File: config.mk
export PLATFORM = sky130hd
export DESIGN_NAME = aes_cmd_ctrl
export DESIGN_NICKNAME = d
export VERILOG_FILES = /design/src/rtl/aes_cmd_ctrl.sv
export SDC_FILE = /design/constraint.sdc
export NUM_CORES = 1
export LEC_CHECK = 0
export BUFFER_PORTS_ARGS = -buffer_cell sky130_fd_sc_hd__buf_2
export CORE_AREA = 2 2 255 257
export CTS_CLUSTER_DIAMETER = 80
export CTS_CLUSTER_SIZE = 30
export DETAILED_ROUTE_END_ITERATION = 6
export DIE_AREA = 0 0 257 259
export PLACE_DENSITY = 0.47
export SETUP_SLACK_MARGIN = 0.2
export SLEW_MARGIN = 10
export SYNTH_ARGS = -nofsm -noshare
export SYNTH_HDL_FRONTEND = slang
export SYNTH_SLANG_ARGS = --single-unit
File: constraint.sdc
create_clock -name clk -period 2.2 [get_ports clk]
set_input_delay 0.55 -clock clk [delete_from_list [all_inputs] [get_ports clk]]
set_output_delay 0.55 -clock clk [all_outputs]
set_load 0.1 [all_outputs]
File: src/rtl/aes_cmd_ctrl.sv
`default_nettype none
// ============================================================================
// Module      : aes_cmd_ctrl
// Description : Command sequencer in front of aes_top. Accepts key-expand,
//               encrypt and decrypt commands on a valid/ready stream, starts
//               the engine, waits for completion (with a watchdog) and returns
//               one response beat per command. Tracks key-schedule validity.
// Revision    : 1.0 - initial release
// ============================================================================
module aes_cmd_ctrl #(
  parameter int KEY_S          = 128,
  parameter int BLK_S          = 128,
  parameter int TIMEOUT_CYCLES = 64
) (
  input  logic             clk,
  input  logic             reset,
  input  logic             cmd_valid,
  output logic             cmd_ready,
  input  logic [1:0]       cmd_op,
  input  logic [KEY_S-1:0] cmd_data,
  output logic             rsp_valid,
  input  logic             rsp_ready,
  output logic [BLK_S-1:0] rsp_data,
  output logic             rsp_err,
  output logic             key_valid,
  output logic             busy,
  output logic             aes_en,
  output logic             aes_cipher_mode,
  output logic             aes_decipher_mode,
  output logic             aes_key_exp_mode,
  output logic [KEY_S-1:0] aes_key,
  output logic [BLK_S-1:0] aes_in_blk,
  input  logic [BLK_S-1:0] aes_out_blk,
  input  logic             aes_en_o
);

  localparam int CNT_W = $clog2(TIMEOUT_CYCLES);
  localparam logic [CNT_W-1:0] CNT_LAST = CNT_W'(TIMEOUT_CYCLES - 1);
  localparam logic [CNT_W-1:0] CNT_MAX  = {CNT_W{1'b1}};

  localparam logic [1:0] OP_KEY = 2'b00;
  localparam logic [1:0] OP_ENC = 2'b01;
  localparam logic [1:0] OP_DEC = 2'b10;

  typedef enum logic [1:0] {
    IDLE  = 2'd0,
    START = 2'd1,
    BUSY  = 2'd2,
    RESP  = 2'd3
  } state_t;

  state_t           state_q, state_d;
  logic [1:0]       op_q, op_d;
  logic             key_valid_q, key_valid_d;
  logic [KEY_S-1:0] aes_key_q, aes_key_d;
  logic [BLK_S-1:0] aes_in_blk_q, aes_in_blk_d;
  logic [BLK_S-1:0] rsp_data_q, rsp_data_d;
  logic             rsp_err_q, rsp_err_d;
  logic [CNT_W-1:0] cnt_q, cnt_d;

  // State and datapath registers; reset abandons any command in flight.
  always_ff @(posedge clk) begin
    if (reset) begin
      state_q      <= IDLE;
      op_q         <= OP_KEY;
      key_valid_q  <= 1'b0;
      aes_key_q    <= '0;
      aes_in_blk_q <= '0;
      rsp_data_q   <= '0;
      rsp_err_q    <= 1'b0;
      cnt_q        <= '0;
    end else begin
      state_q      <= state_d;
      op_q         <= op_d;
      key_valid_q  <= key_valid_d;
      aes_key_q    <= aes_key_d;
      aes_in_blk_q <= aes_in_blk_d;
      rsp_data_q   <= rsp_data_d;
      rsp_err_q    <= rsp_err_d;
      cnt_q        <= cnt_d;
    end
  end

  // Next-state logic and engine control outputs.
  always_comb begin
    state_d           = state_q;
    op_d              = op_q;
    key_valid_d       = key_valid_q;
    aes_key_d         = aes_key_q;
    aes_in_blk_d      = aes_in_blk_q;
    rsp_data_d        = rsp_data_q;
    rsp_err_d         = rsp_err_q;
    cnt_d             = cnt_q;
    aes_en            = 1'b0;
    aes_cipher_mode   = 1'b0;
    aes_decipher_mode = 1'b0;
    aes_key_exp_mode  = 1'b0;

    case (state_q)
      IDLE: begin
        if (cmd_valid) begin
          op_d       = cmd_op;
          rsp_data_d = '0;
          rsp_err_d  = 1'b0;
          case (cmd_op)
            OP_KEY: begin
              aes_key_d   = cmd_data;
              // The old schedule is overwritten from the first engine cycle.
              key_valid_d = 1'b0;
              state_d     = START;
            end
            OP_ENC, OP_DEC: begin
              aes_in_blk_d = cmd_data[BLK_S-1:0];
              if (key_valid_q) begin
                state_d = START;
              end else begin
                rsp_err_d = 1'b1;
                state_d   = RESP;
              end
            end
            default: begin
              rsp_err_d = 1'b1;
              state_d   = RESP;
            end
          endcase
        end
      end

      START: begin
        aes_en  = 1'b1;
        cnt_d   = '0;
        state_d = BUSY;
      end

      BUSY: begin
        // Completion has priority over a watchdog expiring in the same cycle.
        if (aes_en_o) begin
          rsp_data_d = (op_q == OP_KEY) ? '0 : aes_out_blk;
          rsp_err_d  = 1'b0;
          if (op_q == OP_KEY) begin
            key_valid_d = 1'b1;
          end
          state_d = RESP;
        end else if (cnt_q == CNT_LAST) begin
          rsp_data_d = '0;
          rsp_err_d  = 1'b1;
          state_d    = RESP;
        end else if (cnt_q != CNT_MAX) begin
          cnt_d = cnt_q + CNT_W'(1);
        end
      end

      RESP: begin
        if (rsp_ready) begin
          state_d = IDLE;
        end
      end

      default: state_d = IDLE;
    endcase

    // Mode lines follow the registered op only while the engine is running.
    if (state_q == START || state_q == BUSY) begin
      aes_key_exp_mode  = (op_q == OP_KEY);
      aes_cipher_mode   = (op_q == OP_ENC);
      aes_decipher_mode = (op_q == OP_DEC);
    end
  end

  assign cmd_ready  = (state_q == IDLE);
  assign busy       = (state_q != IDLE);
  assign rsp_valid  = (state_q == RESP);
  assign rsp_data   = rsp_data_q;
  assign rsp_err    = rsp_err_q;
  assign key_valid  = key_valid_q;
  assign aes_key    = aes_key_q;
  assign aes_in_blk = aes_in_blk_q;

endmodule
`default_nettype wire
* After elaboration in Yosys (flattened, before gate mapping) *
Index checks and enable logic that the tools add are counted.

storage, ports and cells
  memories kept = 0
  bits in latches = 0
  memory bits (writable) = 0
  register bits = 396
  memory bits (read-only) = 0

cells by class
  shifts and indexed selects = 0
  add/sub/neg operators = 1
  multiplexer cells = 31
  equal/unequal tests = 18
  bitwise logic cells = 0
  multipliers = 0
  reduce and logical (&&, ||, !) cells = 15
  order comparisons = 0
  div/mod/pow operators = 0

operators by type and width
  cell                 number
  $mux 128             4
  $pmux 128 s2         1
  $mux 6               3
  $mux 1               12
  $ne 2x2->1 const B   6
  $pmux 6 s2           1
  $reduce_and 3->1     4
  $mux 2               5
  $eq 2x2->1 const B   4
  $pmux 2 s4           1
  $add 6x1->6 const B  1
  $eq 2x1->1 const B   3
  $eq 6x6->1 const B   1
  $logic_not 2->1      3
  $ne 6x6->1 const B   1
  $pmux 1 s2           3
  $reduce_bool 2->1    3
  $reduce_and 5->1     1
  $ne 2x1->1 const B   2
  $pmux 2 s2           1
  $reduce_and 4->1     1
  $ne 3x3->1 const B   1
  $reduce_and 2->1     1
  $reduce_or 2->1      1
  $logic_or 1x1->1     1

* Logic depth before layout (Yosys ltp) *
  depth in word-level cells = 5
  mapped depth = 9
  mapped depth without buffers = 6

* Worst setup path after synthesis *
Ideal clock, no wire load.

  kind = flip-flop to output port
  start point = register state_q[0]
  end point = output port aes_cipher_mode
  cell stages (with the launch flop) = 5
  arrival = 2033 ps
  path slack = -383 ps
  cells stage by stage = dfxtp_1 > inv_1 > ha_1 > nand2_1 > nor2_1

on the way
  longest elaborated chain between the ends = 3
  elaborated cells on any way between the ends = 4
  classes of those cells = eq/ne: 2; mux: 1; reduce/logical: 1

ends and longest elaborated chain
  what                                             line  RTL
  from (decl)                                      52    state_t state_q, state_d;
  from (signal assigned)                           73    state_q <= state_d;
  $eq 2x1->1 / $eq 2x2->1 (equally long branches)  163   if (state_q == START || state_q == BUSY) begin
  $logic_or 1x1->1 (*)                             163
  $mux 1 (*)                                       163
  to (decl)                                        28    output logic aes_cipher_mode,

Every way passes the cells marked *; elsewhere a longest branch is shown, timed or not.

* Final worst setup path *
  start point = register state_q[1]
  end point = output port aes_decipher_mode

on the way
  longest elaborated chain between the ends = 3
  elaborated cells on any way between the ends = 4
  classes of those cells = eq/ne: 2; mux: 1; reduce/logical: 1

ends and longest elaborated chain
  what                                             line  RTL
  $eq 2x1->1 / $eq 2x2->1 (equally long branches)  163
  $logic_or 1x1->1 (*)                             163
  $mux 1 (*)                                       163
  to (decl)                                        29    output logic aes_decipher_mode,

Marks and branches as above.

==> impl_metrics.tcl <==
set metrics [dict create \
    async_reset_ff_share_pct 0 \
    syn_area_um2 14600 \
    synth_cells 1787 \
    rr_startpoint "state_q[0]$_SDFFE_PP0P_" \
    clockRootBuffer "clkbuf_16" \
    pwr-share-comb_pct 41.2 \
    die_h_um 259 \
    cp-start-kind "register" \
    clockBufferDepth 3 \
    dieWidth_um 257 \
    place_hpwl_um 45400 \
    via_count 15100 \
    grt.total_usage_pct 17.3 \
    synth_top_flop_cell "dfxtp_1" \
    status "finished, violations left" \
    clock_skew_ps 24.2 \
    fin_util_pct 34.2 \
    drive_gt1_share_pct 34.9 \
    htreeDepth 1 \
    crit_start "state_q[1]$_SDFFE_PP0P_" \
    netlist.top_cell.by_area "dfxtp_1" \
    port_buffers 655 \
    setup_viol 2 \
    routabilityCongestion 0.932 \
    worstSetupPathType "reg -> out" \
    leakagePower_uw 0.00904 \
    synthTopCellsByCount "523 x nand2_1, 396 x dfxtp_1, 265 x a21oi_1, 131 x nand2b_1, 128 x nand4_1" \
    grt_pass1_vias 14600 \
    drt_wl_total_um 66100 \
    grt.overflow.total 0 \
    finalHoldViolCount 0 \
    final_nets 2702 \
    p_sw_share_pct 44.0 \
    coreArea_um2 63900 \
    crit_required_ps 1650 \
    cp_max_fo 4 \
    drc 0 \
    finalNonFillerCells 3316 \
    violations "setup timing" \
    synth_cell_types 35 \
    numCtsBuffers 29 \
    floorplan.initialDensity_pct 22.9 \
    power.internal_uw 13400 \
    syn_nets 2057 \
    area_delta_synth_final_pct 49.5 \
    grt_max_degree 132 \
    synth_edf_count 0 \
    syn_avg_cell_area_um2 8.17 \
    rsz0062_at_grt "yes" \
    firstDrtPassIters 5 \
    timing.final.ws_setup_ps -25.8 \
    holdPathStages 3 \
    arrival_ps 1680 \
    fmax_mhz 449 \
    antenna_left 0 \
    reg2regPathDepth 10 \
    synth.most_common_cell "nand2_1" \
    pwr-share-clk_pct 25.6 \
    hp-class "in -> reg" \
    cts_tree "yes" \
    worst_setup_path_end_kind "output port" \
    synthDominantCellAreaShare_pct 54.3 \
    drv_cap 0 \
    wl_per_cell_um 19.9 \
    power.switching_uw 10500 \
    hp-start "aes_out_blk[5]" \
    grt_pass1_wl_um 90700 \
    clock_latency_ps 610 \
    power_frac_seq_pct 33.2 \
    row_count 93 \
    final.min_clock_period_ps 2230 \
    first_iter_violations 1048 \
    pre_cts_slack_ps 89.9 \
    vdd_drop_max_uv 630 \
    post-place-cells 3196 \
    worstMarginPinSlew_ps 697 \
    maxSlewHeadroom_pct 53.5 \
    synth_area_leaders "dfxtp_1 54%, nand2_1 13%, a21oi_1 9.1%" \
    antenna_found_initial 14 \
    die-area_um2 66600 \
    postCtsHoldBufs 0 \
    synth-seq-cells 396 \
    power.density_nw_per_um2 1090 \
    clk_pin_slew_ps 90 \
    ios 656 \
    yosys_warnings 0 \
    clkSinkCount 396 \
    fin_crit_sh_pct 101 \
    slew_violations 0 \
    viasPerCell 4.55 \
    yosysSeqAreaShare_pct 54.3 \
]
-- stage by stage --
| step | setup TNS (ps) | power (uW) | hold slack (ps) | area (um^2) |
|---|---|---|---|---|
| after global routing | -252 | 24800 | 135 | 21800 |
| final | -43.4 | 23900 | 167 | 21800 |
| after floorplan | 0 | 13900 | 458 | 14600 |
| after CTS | -139 | 22500 | 123 | 20600 |
| after detailed placement | 0 | 16000 | 444 | 19100 |
| after global placement | 0 | 15900 | 439 | 19100 |
-- power groups by stage --
| stage | clock, uW | sequential, uW | combinational, uW |
|---|---|---|---|
| global route | 6590 | 7990 | 10200 |
| global placement | 0 | 8050 | 7890 |
| floorplan | 0 | 11300 | 2610 |
| CTS | 6320 | 7920 | 8310 |
| finish | 6120 | 7920 | 9830 |
| detailed placement | 0 | 8060 | 7910 |
-- repair_timing --
| action | in CTS | in global routing |
|---|---|---|
| gates resized for setup | 120 | 158 |
| gates cloned | 0 | 23 |
| endpoints found under the setup margin | 97 | 397 |
| buffers inserted | 7 | 30 |
| pin swaps | 5 | 3 |
-- cell families after synthesis --
| family | Yosys count | synth area share [%] |
|---|---|---|
| adder cells (fa/ha/maj) | 7 | 0.600 |
| XOR/XNOR | 2 | 0.120 |
| AND/OR/NAND/NOR | 814 | 25.8 |
| AO/OA/AOI/OAI | 400 | 13.9 |
| flip-flops | 396 | 54.3 |
| buffers and inverters | 165 | 5.10 |
| multiplexers | 3 | 0.214 |
-- cell usage in the layout (no fill, tap or decap), types with 3 or more instances in the layout --
cell type	count
nand2_1	521
buf_2	433
dfxtp_1	394
a21oi_1	260
buf_4	139
nand2b_1	131
nand4_1	128
clkbuf_4	124
o21ai_1	120
clkbuf_16	46
buf_12	39
o21ai_0	10
buf_6	10
diode_2	6
nor2_1	6
clkinv_8	6
a21oi_2	5
ha_1	5
buf_16	5
inv_1	4
nand3_1	4
clkinvlp_4	4
inv_8	4
inv_6	3
inv_16	3
buf_8	3
-- critical path, stage by stage (launching register included) --
cell	delay, ps
dfxtp_2	350
inv_2	70
ha_4	280
and3b_2	200
buf_12	170
-- final cells by class --
type | instances | area [um^2]
fill | 6841 | 42100
sequential | 396 | 7930
multi-input combinational | 1228 | 6060
timing repair buffer | 770 | 5640
tap | 855 | 1070
clock buffer | 29 | 726
clock inverter | 25 | 358
inverter | 7 | 30.0
antenna | 6 | 15.0
-- state kept, by name, summed over array words and instances, names as in the netlist --
name        flops
aes_in_blk    128
aes_key       128
rsp_data      128
cnt_q           6
op_q            2
state_q         2
key_valid       1
rsp_err         1
-- final timing paths --
kind | end | slack (ps)
worst max-delay path | aes_decipher_mode | -30
worst min-delay path | rsp_data[5]$_SDFFE_PP0P_ | 170
worst max register to register | rsp_data[83]$_SDFFE_PP0P_ | 120
worst min register to register | aes_in_blk[68]$_SDFFE_PP0P_ | 450
-- layer usage --
metal	global-route usage, %	part of all wire, %	vias up
met5	0	0.16	-
met4	6.59	3.5	16
met3	6.66	9.2	118
met2	29.5	48	594
met1	19.6	39	7077
li1	-	-	7286
No activity file was read; power rests on OpenSTA's default activity.
